## config.mk

```make
export PLATFORM = sky130hd
export DESIGN_NAME = rkey_loader
export DESIGN_NICKNAME = d
export VERILOG_FILES = /design/src/rtl/rkey_loader.sv
export SDC_FILE = /design/constraint.sdc
export NUM_CORES = 1
export LEC_CHECK = 0
export BUFFER_PORTS_ARGS = -buffer_cell sky130_fd_sc_hd__buf_2
export CAP_MARGIN = 40
export CORE_MARGIN = 5
export CORE_UTILIZATION = 45
export CTS_BUF_LIST = sky130_fd_sc_hd__clkbuf_2 sky130_fd_sc_hd__clkbuf_4 sky130_fd_sc_hd__clkbuf_8
export DETAILED_ROUTE_END_ITERATION = 8
export PLACE_DENSITY = 0.79
export RECOVER_POWER = 50
export SYNTH_ARGS = -nofsm -noshare
export SYNTH_HDL_FRONTEND = slang
export SYNTH_SLANG_ARGS = --single-unit
```

## constraint.sdc

```tcl
create_clock -name clk -period 5.68 [get_ports clk]
set_input_delay 0.568 -clock clk [delete_from_list [all_inputs] [get_ports clk]]
set_output_delay 0.568 -clock clk [all_outputs]
set_load 0.02 [all_outputs]
```

## src/rtl/rkey_loader.sv

```systemverilog
// AES round-key loader: streams NR+1 round keys from the expander onto
// the broadcast rkey/addr bus and gates data-block launch until all are resident.
// Ports: clk, rst (async high), key_start, kx_rkey/kx_valid/kx_ready (key stream),
//        rkey/addr (broadcast), busy, keys_ready, dp_req/dp_gnt (launch gate).
module rkey_loader #(
  parameter int          NR        = 10,
  parameter logic [3:0]  IDLE_ADDR = 4'hF
) (
  input  logic         clk,
  input  logic         rst,
  input  logic         key_start,
  input  logic [127:0] kx_rkey,
  input  logic         kx_valid,
  output logic         kx_ready,
  output logic [127:0] rkey,
  output logic [3:0]   addr,
  output logic         busy,
  output logic         keys_ready,
  input  logic         dp_req,
  output logic         dp_gnt
);

  typedef enum logic [1:0] {
    S_IDLE,
    S_LOAD,
    S_FLUSH,
    S_READY
  } state_e;

  localparam logic [3:0] LAST = 4'(NR);

  state_e       state_q, state_d;
  logic [3:0]   cnt_q, cnt_d;
  logic [127:0] rkey_q, rkey_d;
  logic [3:0]   addr_q, addr_d;
  logic         rdy_q, rdy_d;
  logic         accept;

  // key_start masks ready so an abort never consumes the beat on the bus
  assign kx_ready   = (state_q == S_LOAD) && !key_start;
  assign accept     = kx_valid && kx_ready;
  assign busy       = (state_q == S_LOAD) || (state_q == S_FLUSH);
  assign keys_ready = rdy_q;
  assign dp_gnt     = dp_req && rdy_q;
  assign rkey       = rkey_q;
  assign addr       = addr_q;

  always_comb begin
    state_d = state_q;
    cnt_d   = cnt_q;
    rdy_d   = rdy_q;
    rkey_d  = rkey_q;
    addr_d  = IDLE_ADDR;

    // park the address on idle cycles so no stage rewrites its key
    if (accept) begin
      rkey_d = kx_rkey;
      addr_d = cnt_q;
    end

    unique case (state_q)
      S_IDLE: begin
        if (key_start) begin
          state_d = S_LOAD;
          cnt_d   = 4'd0;
        end
      end
      S_LOAD: begin
        if (key_start) begin
          cnt_d = 4'd0;
        end else if (accept) begin
          cnt_d = cnt_q + 4'd1;
          if (cnt_q == LAST) begin
            state_d = S_FLUSH;
          end
        end
      end
      S_FLUSH: begin
        // last key is captured by stage NR on this edge
        if (key_start) begin
          state_d = S_LOAD;
          cnt_d   = 4'd0;
        end else begin
          state_d = S_READY;
          rdy_d   = 1'b1;
        end
      end
      S_READY: begin
        if (key_start) begin
          state_d = S_LOAD;
          cnt_d   = 4'd0;
          rdy_d   = 1'b0;
        end
      end
      default: begin
        state_d = S_IDLE;
        cnt_d   = 4'd0;
        rdy_d   = 1'b0;
      end
    endcase
  end

  always_ff @(posedge clk or posedge rst) begin
    if (rst) begin
      state_q <= S_IDLE;
      cnt_q   <= 4'd0;
      rkey_q  <= '0;
      addr_q  <= IDLE_ADDR;
      rdy_q   <= 1'b0;
    end else begin
      state_q <= state_d;
      cnt_q   <= cnt_d;
      rkey_q  <= rkey_d;
      addr_q  <= addr_d;
      rdy_q   <= rdy_d;
    end
  end

endmodule

```

### After elaboration in Yosys (flattened, before gate mapping)

Index checks and enable logic that the tools add are counted.

* register bits: 139
* logic and storage cells: 44
* input bits: 133
* output and inout port bits: 136

* reduce and logical (&&, ||, !) cells: 12
* equal/unequal tests: 12
* add/sub/neg operators: 1
* multiplexer cells: 14

Operators with widths (count)
* 4-bit 2-to-1 mux: 4
* 2-bit 2-to-1 mux: 5
* 2-bit != test, second input constant: 4
* 4-bit one-hot mux with 2 select lines: 1
* 2-bit by 1-bit != test with 1-bit output, second input constant: 3
* 2-bit one-hot mux with 3 select lines: 1
* 4-bit by 1-bit adder with 4-bit output, second input constant: 1
* 2-bit == test, second input constant: 2
* 4-bit == test, second input constant: 1
* 4-bit AND reduction: 1
* 1-bit logical AND: 3
* 3-bit != test, second input constant: 1
* 3-bit AND reduction: 1
* 3-bit OR reduction: 1
* 2-bit by 1-bit == test with 1-bit output, second input constant: 1
* 2-bit logical NOT: 1
* 1-bit 2-to-1 mux: 2
* 1-bit one-hot mux with 2 select lines: 1
* 2-bit AND reduction: 1
* 2-bit nonzero test: 1
* 2-bit OR reduction: 1
* 1-bit logical NOT: 1
* 1-bit logical OR: 1

### Depth between registers and ports, before layout

Gate-level depths: netlist of run 1.

* depth in word-level cells: 6
* gate-level depth with buffers: 7
* mapped depth without buffers: 5

### Worst setup path after synthesis of run 1

OpenSTA, ideal clock, no wires.

* path kind: flip-flop to output port
* start: reg state_q[1]
* end: out kx_ready
* cell stages (with the launch flop): 4
* data arrival time: 1116 ps
* buffers on the path: 0
* required time: 5112 ps
* path slack: 3996 ps
* cells stage by stage: dfrtp_1 -> inv_1 -> ha_1 -> nor2b_1

* cells in the longest elaborated chain, start to end: 2

RTL lines
* from (decl): line 32 `state_e state_q, state_d;`
* from (signal assigned): line 111 `state_q <= state_d;`
* 2-bit by 1-bit == test with 1-bit output: line 40 `assign kx_ready = (state_q == S_LOAD) && !key_start;`
* 1-bit logical AND: line 40
* to (decl): line 14 `output logic kx_ready,`

No other way between the ends.

==> results.py, run 1 <==
metrics = {
    "outcome": {
        "status": "complete, but fails checks",
        "violations": "max-capacitance violations, max-slew violations",
    },
    "die": {
        "design.core.area_mm2": 0.0119,
        "rows": 40,
        "initial_core_util": 0.453,
        "die_w_um": 119,
        "ios": 269,
        "die_height_um": 119,
        "dieArea_mm2": 0.0142,
    },
    "global_route": {
        "grt_pass1_wl_um": 20200,
        "grt_max_degree": 68,
        "grt_antenna_before_repair": 0,
        "gr-total-overflow": 0,
        "gr-usage-all-layers": 0.179,
        "grt_pass1_vias": 4078,
    },
    "sta": {
        "period_needed_ns": 3.07,
        "rsz0062_at_grt": "false",
        "slew_headroom": -0.922,
        "setup-tns-final_ns": 0,
        "slew_viol_final": 68,
        "finalSetupViolCount": 0,
        "fmax_mhz": 325,
        "hold_viol": 0,
        "worst_pin_slew_ns": 2.87,
        "clock_skew_ns": 0.0120,
        "layout_worst_path_cycle_share": 0.541,
    },
    "cells_and_area": {
        "drive_gt1_frac": 0.489,
        "areaGrowthSynthToFinish_pct": 33.5,
        "nets": 742,
        "final_util": 0.605,
        "fin_area_mm2": 0.00718,
        "n_fill_cell": 939,
        "antennaDiodeCount": 0,
    },
    "detailed_routing": {
        "num_vias": 3701,
        "drc_errors": 0,
        "drt_pass1_iterations": 4,
        "vias_per_cell": 4.85,
        "antenna_left": 0,
        "first_iter_violations": 207,
        "wl_um": 12500,
        "wl_per_cell_um": 16.3,
    },
    "synth": {
        "ys_ff_latch": 139,
        "synthDistinctLibCells": 25,
        "synthXorXnorAreaFrac": 0,
        "avgSynthCellArea_um2": 16.4,
        "seq_area_frac_synth": 0.648,
        "synth_ff_type": "dfrtp_1",
        "synth_edf_count": 0,
        "synth_nets": 466,
        "synth_compound_area_frac": 0.0149,
        "synth_top_family_by_area": "multiplexers",
        "synth_cells": 327,
        "yosysWarnings": 0,
        "ys_async_sr_fraction": 1.00,
        "synthMuxAreaShare": 0.272,
        "synth_area_mm2": 0.00538,
        "synth_simple_gate_area_frac": 0.0212,
        "synthAdderAreaFrac": 0.0140,
    },
    "setup_path": {
        "cp.arrival_ns": 3.67,
        "required_ns": 6.28,
        "cp-start-kind": "input port",
        "endpoint_kind": "async pin",
        "slowest_delay_ns": 1.61,
        "crit_fanout": 67,
        "crit_path_cell_trace": "buf_2 -> clkinvlp_2 -> clkbuf_1 -> buf_16",
        "crit_type": "input port to async pin",
        "cp_num_buf_inv": 4,
        "cp_slowest_cell": "clkinvlp_2",
        "crit_family": "buffers and inverters",
    },
    "place": {
        "gp_congestion": 0.741,
        "post_dp_cell_area_mm2": 0.00683,
        "io_buffers": 268,
        "dp.final_hpwl_um": 9500,
    },
    "power_and_ir_drop": {
        "finalPower_mw": 2.59,
        "p_seq_frac": 0.462,
        "clkPwrFrac": 0.334,
        "internal-power_mw": 1.84,
        "irDropWorstVdd_v": 0.000280,
        "power_density_mw_per_mm2": 361,
        "switching_share": 0.292,
        "switching_power_mw": 0.757,
        "pwr-share-comb": 0.204,
        "p_leak_nw": 3.44,
    },
    "cts": {
        "clockBufferDepth": 2,
        "insertion_delay_ns": 0.43,
        "cts_inserted_buffers": 17,
        "clk_pin_slew_ns": 0.08,
        "cts_resized": 0,
        "cts_tree": "done",
        "cts_hold_buf": 0,
        "post-cts-setup-buffer-count": 0,
        "clock_sinks": 139,
        "cts-root-buf": "clkbuf_8",
        "h-tree-depth": 4,
    },
    "run": {
        "drv_cap": 1,
    },
    "min_path": {
        "hold_path_class": "input port to flop",
    },
}
[synthesized netlist by cell type, drive strengths merged, types with 2 or more instances]
cell,n,area (µm²)
nor2,2,7.51
or2,2,12.5
a21oi,4,20.0
a311oi,2,17.5
buf,15,131
nor2b,3,18.8
o21ai,2,10.0
mux2,130,1460
nand3,4,20.0
dfrtp,135,3380
inv,8,30.0
dfstp,4,105
ha,6,75.1
[final timing paths]
check	from	endpoint	slack, ns	depth (start not counted)
worst max-delay path	rst	rkey[22]	2.61	4
worst min-delay path	kx_rkey[85]	rkey[85]	0.34	2
worst max register to register	state_q[1]	state_q[1]	3.25	6
worst min register to register	rkey[91]	rkey[91]	0.49	1
max in group clk	state_q[1]	state_q[1]	3.25	6
min in group asynchronous	rst	rkey[24]	0.95	2
[sequential cells by signal, summed over array words and instances (netlist names)]
register	flops
keys_ready	1
state_q	2
cnt_q	4
rkey	128
addr	4
[layout by cell type, fill, tap and decap left out, types with 2 or more instances in the layout]
cell	count
dfstp_2	4
nor2b_1	3
buf_2	205
clkinv_4	2
nand3_1	4
buf_4	2
a21oi_1	4
o21ai_0	2
mux2_2	53
clkinv_2	5
nor2_1	2
bufinv_16	4
or2_2	2
clkbuf_1	64
a311oi_1	2
inv_1	7
dfrtp_1	135
clkbuf_8	19
ha_1	6
mux2_1	77
[kinds of logic after synthesis]
kind of cell,Yosys count
muxes,130
DFF,139
buffers and inverters,23
and+or+nand+nor,17
adders and majority gates,6
AOI/OAI and AO/OA,12
[worst register-to-register path: cells and delay by family (launching register included)]
kind,cells,cell delay (ns)
buf+inv,2,0.81
fa+ha+maj,1,0.26
flops,1,0.39
mux,1,0.29
compound gates,1,0.16
simple gates,1,0.43
[per-layer routing]
layer / up-vias / routed length, µm / track usage / share of wire
met3: 27 / 1170 / 0.0755 / 0.094
met2: 177 / 6460 / 0.307 / 0.52
met4: 0 / 306 / 0.0744 / 0.025
li1: 1700 / - / - / -
met5: - / 0 / 0 / 0
met1: 1797 / 4530 / 0.196 / 0.36
[per-stage QoR]
stage                     worst slack (ns)  instances  hold WS (ns)
after floorplan                       1.39        327         0.479
after global placement                3.16        730         0.468
after detailed placement              3.10        731         0.475
after CTS                             3.19        763         0.213
after global routing                  1.91        763         0.296
final                                 2.61        763         0.339
[power by group through the flow]
stage               Sequential, mW  Clock [mW]  Combinational [mW]
finish                        1.20       0.865               0.530
global route                  1.21       0.938               0.572
CTS                           1.20       0.887               0.559
detailed placement            1.21           0               0.558
global placement              1.20           0               0.541
floorplan                     1.38           0               0.155
[cell type report]
cell class | count | area, µm² | share of cell area
repair buffers | 272 | 1310 | 0.182
flip-flops and latches | 139 | 3480 | 0.485
multi-input cells | 165 | 1730 | 0.241
clock buffers | 20 | 269 | 0.0375
well taps | 147 | 184 | 0.0256
clock inverters | 12 | 170 | 0.0237
inverters | 8 | 31.3 | 0.00436
(Power assumes the default switching activity.)
==> run 2, diff against run 1 <==
--- a/config.mk
+++ b/config.mk
@@ -5,10 +5,11 @@
 export SDC_FILE = /design/constraint.sdc
 export NUM_CORES = 1
 export LEC_CHECK = 0
+export ABC_AREA = 1
 export BUFFER_PORTS_ARGS = -buffer_cell sky130_fd_sc_hd__buf_2
 export CAP_MARGIN = 40
 export CORE_MARGIN = 5
-export CORE_UTILIZATION = 45
+export CORE_UTILIZATION = 43
 export CTS_BUF_LIST = sky130_fd_sc_hd__clkbuf_2 sky130_fd_sc_hd__clkbuf_4 sky130_fd_sc_hd__clkbuf_8
 export DETAILED_ROUTE_END_ITERATION = 8
 export PLACE_DENSITY = 0.79
==> constraint.sdc (replaced) <==
create_clock -name clk -period 2.5 [get_ports clk]
set_input_delay 0.25 -clock clk [delete_from_list [all_inputs] [get_ports clk]]
set_output_delay 0.25 -clock clk [all_outputs]
set_load 0.02 [all_outputs]
==> run 2 against run 1 <==
  * The flow now finishes without violations
  * Sequential share of layout area decreased by 6.8 points
  * Count of clock-buffer cells in the layout increased by 5
  * Routed wire length increased by 42%
  * Critical path type is now flop to output pin
==> results.py, run 2 <==
metrics = {
    "synth": {
        "synth_common_cells": "406 x nand2_1, 135 x dfrtp_1, 19 x buf_2",
        "synth_cells": 612,
        "avgSynthCellArea_um2": 8.88,
        "ys_ff_latch": 139,
        "synth_nets": 751,
        "yosysMostFrequentCell": "nand2_1",
        "synth_top_cell_by_area": "dfrtp_1",
        "synthTopCellsByArea": "dfrtp_1 62%, nand2_1 28%, dfstp_2 1.9%",
        "ys_async_sr_fraction": 1.00,
        "yosys.area.top_type_share": 0.622,
        "synthDistinctLibCells": 15,
        "seq_area_frac_synth": 0.641,
        "synth_edf_count": 0,
        "synth_area_mm2": 0.00543,
        "synth_ff_type": "dfrtp_1",
        "yosysWarnings": 0,
    },
    "place": {
        "dp_slack_ns": 0.835,
        "io_buffers": 268,
        "dp.final_hpwl_um": 10300,
        "gp_congestion": 0.818,
    },
    "sta": {
        "finalSetupViolCount": 0,
        "hold_viol": 0,
        "worst_pin_slew_ns": 0.946,
        "clock_skew_ns": 0.00983,
        "fmax_mhz": 565,
        "slew_viol_final": 0,
        "period_needed_ns": 1.77,
        "slew_headroom": 0.369,
        "setup-tns-final_ns": 0,
        "layout_worst_path_cycle_share": 0.708,
        "rsz0062_at_grt": "false",
        "fin_ws_ns": 0.730,
    },
    "min_path": {
        "min_delay_worst_endpoint": "rkey[109]",
        "min_path_cells": 3,
        "hold_path_class": "input port to flop",
        "hp-start": "kx_rkey[109]",
    },
    "setup_path": {
        "slowest_delay_ns": 0.42,
        "cp_num_buf_inv": 3,
        "crit_type": "flop to output pin",
        "crit_path_cell_trace": "inv_1 -> ha_1 -> inv_2 -> nor2_4 -> buf_2",
        "worstReg2RegEnd": "rkey[103]",
        "reg2reg_slack_ns": 0.76,
        "crit_fanout": 4,
        "endpoint_kind": "output pin",
        "crit_family": "flip-flops",
        "r2r_start": "state_q[1]",
        "cp_slowest_cell": "dfrtp_1",
        "required_ns": 2.25,
        "reg2reg_depth": 8,
        "cp-start-kind": "flop",
        "cp.arrival_ns": 1.52,
    },
    "detailed_routing": {
        "wl_um": 17700,
        "m1WireLength_um": 6580,
        "vias_per_cell": 4.61,
        "wl_per_cell_um": 14.9,
        "wl_met3_um": 1410,
        "drt_pass1_iterations": 4,
        "num_vias": 5453,
        "antenna_left": 0,
        "met2WireLength_um": 8730,
        "topRoutingLayerUsed": "met4",
        "drc_errors": 0,
        "first_iter_violations": 322,
    },
    "global_route": {
        "grt_max_degree": 129,
        "gr-usage-all-layers": 0.230,
        "gr-total-overflow": 0,
        "grt_pass1_wl_um": 26600,
        "grt_antenna_before_repair": 0,
        "grt_pass1_vias": 5527,
    },
    "die": {
        "die_height_um": 122,
        "rows": 41,
        "ios": 269,
        "die_w_um": 122,
        "design.core.area_mm2": 0.0125,
        "dieArea_mm2": 0.0150,
        "initial_core_util": 0.434,
    },
    "power_and_ir_drop": {
        "finalPower_mw": 9.91,
        "irDropWorstVdd_v": 0.000695,
        "power_density_mw_per_mm2": 1190,
        "p_leak_nw": 4.46,
    },
    "cells_and_area": {
        "drive_gt1_frac": 0.185,
        "areaGrowthSynthToFinish_pct": 53.7,
        "largest_reg_flops": 128,
        "final_util": 0.667,
        "nets": 1134,
        "final_cell_mix": "405 x nand2_1, 139 x buf_2, 135 x dfrtp_1",
        "n_fill_cell": 1024,
        "final_common_cell": "nand2_1",
    },
    "cts": {
        "clock_sinks": 139,
        "cts_inserted_buffers": 17,
        "h-tree-depth": 4,
        "insertion_delay_ns": 0.43,
        "cts-root-buf": "clkbuf_8",
        "cts_resized": 0,
        "cts_tree": "done",
        "clockBufferDepth": 2,
        "clk_pin_slew_ns": 0.08,
    },
    "run": {
        "drv_cap": 0,
    },
    "outcome": {
        "status": "finished clean",
    },
}
[run 2: changes by cell type in the layout (fill, tap and decap cells not counted), sizes merged, moves of 4 or more]
cell	delta
clkinv	-4
clkbuf	+72
nand2	+406
mux2	-130
buf	-65
dlygate4sd3	+118
inv	+6
[run 2: kinds of logic (layout without fill, tap and decap cells)]
| family | count (synthesis) | after routing | share of synthesized area |
|---|---|---|---|
| other cells | 0 | 2 | 0 |
| buf+inv | 42 | 438 | 0.0458 |
| simple gates | 418 | 418 | 0.293 |
| flops | 139 | 139 | 0.641 |
| compound gates | 7 | 7 | 0.00668 |
| fa+ha+maj | 6 | 6 | 0.0138 |
[run 2: per-stage QoR]
stage,hold WS [ns],area [µm²],std cells
floorplan,0.360,5440,612
global placement,0.418,6880,1030
detailed placement,0.422,6880,1030
CTS,0.000665,8510,1180
global route,0.0127,8350,1180
finish,0.0317,8350,1182
[run 2: tightest hold or removal path, stage by stage]
cell and delay (ns):
buf_2 0.07, nand2_1 0.04, nand2_1 0.05
[run 2: area by class of cell]
cell class                      instances  area [µm²]  area share
Antenna cell                            2        5.00    0.000599
Clock buffer                           25         319      0.0382
Clock inverter                          7         135      0.0162
Inverter                               14        58.8     0.00704
Multi-Input combinational cell        431        1710       0.205
Sequential cell                       139        3480       0.417
Tap cell                              172         215      0.0258
Timing Repair Buffer                  392        2430       0.290
[run 2: where the power goes]
part / leakage (nW) / switching [mW] / internal (mW)
clock network: 0.238 / 0.797 / 1.24
logic: 2.50 / 2.85 / 1.16
registers: 1.72 / 0.592 / 3.27
total: 4.46 / 4.24 / 5.67
[run 2: how the worst max path moves through the flow]
stage | startpoint | endpoint | slack [ns] | cells after the start
after floorplan | rst | cnt_q[0] | 0.52 | 1
after global placement | state_q[0] | rkey[47] | 0.89 | 7
after detailed placement | state_q[1] | rkey[51] | 0.83 | 8
after CTS | state_q[1] | kx_ready | 0.68 | 5
after global routing | state_q[1] | kx_ready | 0.58 | 5
final | state_q[1] | kx_ready | 0.73 | 5
[run 2: what timing repair did]
item,4_1_cts,5_1_grt
buffers inserted,0,0
endpoints found under the hold margin,191,0
hold buffers,118,0
[run 2: per-layer routing]
| layer | track usage | vias up |
|---|---|---|
| li1 | - | 2603 |
| met4 | 0.136 | 0 |
| met2 | 0.399 | 263 |
| met3 | 0.0631 | 82 |
| met1 | 0.253 | 2505 |
| met5 | 0 | - |
==> run 3, diff against run 2 <==
==> constraint.sdc (replaced) <==
create_clock -name clk -period 1.5 [get_ports clk]
set_input_delay 0.15 -clock clk [delete_from_list [all_inputs] [get_ports clk]]
set_output_delay 0.15 -clock clk [all_outputs]
set_load 0.02 [all_outputs]
==> run 3 against run 2 <==
  * The run now ends with negative setup slack left
  * Clock power increased by 73%
  * Via count increased by 6.1%
  * Combinational power increased by 96%
  * Register-to-register slack got worse by 0.82 ns
  * Critical path type is now flop to flop
==> results.py, run 3 (synthesized netlist as in run 2, its figures left out) <==
metrics = {
    "sta": {
        "layout_worst_path_cycle_share": 1.04,
        "fin_ws_ns": -0.0619,
        "rsz0062_at_grt": "true",
        "period_needed_ns": 1.56,
        "worst_pin_slew_ns": 0.757,
        "slew_viol_final": 0,
        "hold_viol": 0,
        "clock_skew_ns": 0.0102,
        "hold_slack_ns": 0.114,
        "fmax_mhz": 640,
        "slew_headroom": 0.493,
        "finalSetupViolCount": 23,
        "setup-tns-final_ns": -0.430,
    },
    "global_route": {
        "grt_antenna_before_repair": 1,
        "gr-usage-all-layers": 0.260,
        "grt_max_degree": 73,
        "grt_pass1_vias": 6164,
        "grt_pass1_wl_um": 30800,
        "gr-total-overflow": 0,
    },
    "power_and_ir_drop": {
        "power_density_mw_per_mm2": 1990,
        "irDropWorstVdd_v": 0.00105,
        "p_leak_nw": 5.06,
    },
    "place": {
        "dp.final_hpwl_um": 11000,
        "gp_congestion": 0.802,
        "io_buffers": 268,
        "dp.cells": 1044,
        "dp_slack_ns": -0.0329,
    },
    "setup_path": {
        "endpoint_kind": "flop",
        "cp_slowest_cell": "dfrtp_1",
        "slowest_delay_ns": 0.40,
        "cp.arrival_ns": 1.91,
        "reg2reg_depth": 8,
        "crit_family": "buffers and inverters",
        "crit_cells": 8,
        "required_ns": 1.85,
        "cp-start-kind": "flop",
        "crit_type": "flop to flop",
        "reg2reg_slack_ns": -0.06,
        "cp_num_buf_inv": 3,
        "crit_path_cell_trace": "buf_6 -> ha_4 -> inv_4 -> nor2_4 -> nand2_4 -> buf_16 -> nand2_1 -> nand2_1",
        "crit_path_frequent_cell": "nand2_1",
        "crit_fanout": 72,
    },
    "cells_and_area": {
        "final_common_cell": "nand2_1",
        "largest_reg_flops": 128,
        "areaGrowthSynthToFinish_pct": 64.5,
        "final_cell_mix": "405 x nand2_1, 264 x buf_2, 135 x dfrtp_1",
        "fin_cells": 1215,
        "drive_gt1_frac": 0.326,
        "nets": 1167,
    },
    "cts": {
        "clockBufferDepth": 2,
        "cts_inserted_buffers": 17,
        "cts-root-buf": "clkbuf_8",
        "insertion_delay_ns": 0.42,
        "clk_pin_slew_ns": 0.08,
        "h-tree-depth": 4,
        "cts_tree": "done",
        "clock_sinks": 139,
    },
    "detailed_routing": {
        "drc_errors": 0,
        "wl_per_cell_um": 16.3,
        "wl_um": 19900,
        "num_vias": 5784,
        "vias_per_cell": 4.76,
        "drt_pass1_iterations": 5,
        "first_iter_violations": 446,
        "antenna_left": 0,
    },
    "min_path": {
        "hold_path_class": "input port to flop",
        "min_path_cells": 4,
    },
    "die": {
        "die_height_um": 122,
        "rows": 41,
        "die_w_um": 122,
        "ios": 269,
        "initial_core_util": 0.434,
        "design.core.area_mm2": 0.0125,
        "dieArea_mm2": 0.0150,
    },
    "outcome": {
        "violations": "negative setup slack",
        "status": "complete, but fails checks",
    },
    "run": {
        "drv_cap": 0,
    },
}
## run 3: cell types whose count changed in the layout (fill, tap and decap cells not counted), sizes merged
cell	before	now
buf	143	286
clkbuf	156	30
dlygate4sd3	118	129
clkinvlp	1	3
bufinv	4	5
clkinv	3	4
diode	2	3
## run 3: layer usage
layer	track usage	up-vias	share of wire
met1	0.299	2731	0.38
met2	0.450	322	0.51
met3	0.0793	56	0.089
li1	-	2675	-
met4	0.110	0	0.030
met5	0	-	0
## run 3: final cells by class
class / instances / area (µm²)
repair buffers: 425 / 2970
inverters: 14 / 66.3
fillers: 811 / 3580
flip-flops and latches: 139 / 3480
well taps: 172 / 215
clock buffers: 20 / 269
multi-input cells: 431 / 1730
clock inverters: 11 / 193
diodes: 3 / 7.51
## run 3: path summary, 6_finish.rpt
kind                            startpoint        end
worst max-delay path            state_q[0]   rkey[84]
worst min-delay path             key_start   cnt_q[3]
worst max register to register  state_q[0]   rkey[84]
worst min register to register     rkey[9]    rkey[9]
max in group asynchronous              rst  rkey[119]
min in group asynchronous              rst   rkey[92]
## run 3: metrics by stage
step	total power, mW	instance area, µm²	util
2_1_floorplan	10.7	5470	-
3_3_place_gp	13.2	7070	0.565
3_5_place_dp	13.4	7070	0.565
4_1_cts	17.4	8920	0.713
5_1_grt	18.9	8930	0.714
6_report	17.8	8940	0.714
## run 3: timing repair
| action | in CTS | in global routing |
|---|---|---|
| hold buffers | 129 | 0 |
| pin swaps | 3 | 1 |
| endpoints found under the setup margin | 101 | 123 |
| cloned | 0 | 2 |
| buffers inserted | 5 | 1 |
| gates resized for setup | 15 | 6 |
| endpoints found under the hold margin | 139 | 0 |
## run 3: worst register-to-register path, stage by stage, from the launching register on
cell	delay [ns]
dfrtp_1	0.40
buf_6	0.13
ha_4	0.16
inv_4	0.06
nor2_4	0.04
nand2_4	0.14
buf_16	0.27
nand2_1	0.20
nand2_1	0.11
## run 3: where the power goes
| group | switching (mW) | internal (mW) |
|---|---|---|
| Sequential | 1.01 | 5.45 |
| Clock | 1.43 | 2.08 |
| Combinational | 5.04 | 2.81 |
| Total | 7.48 | 10.3 |
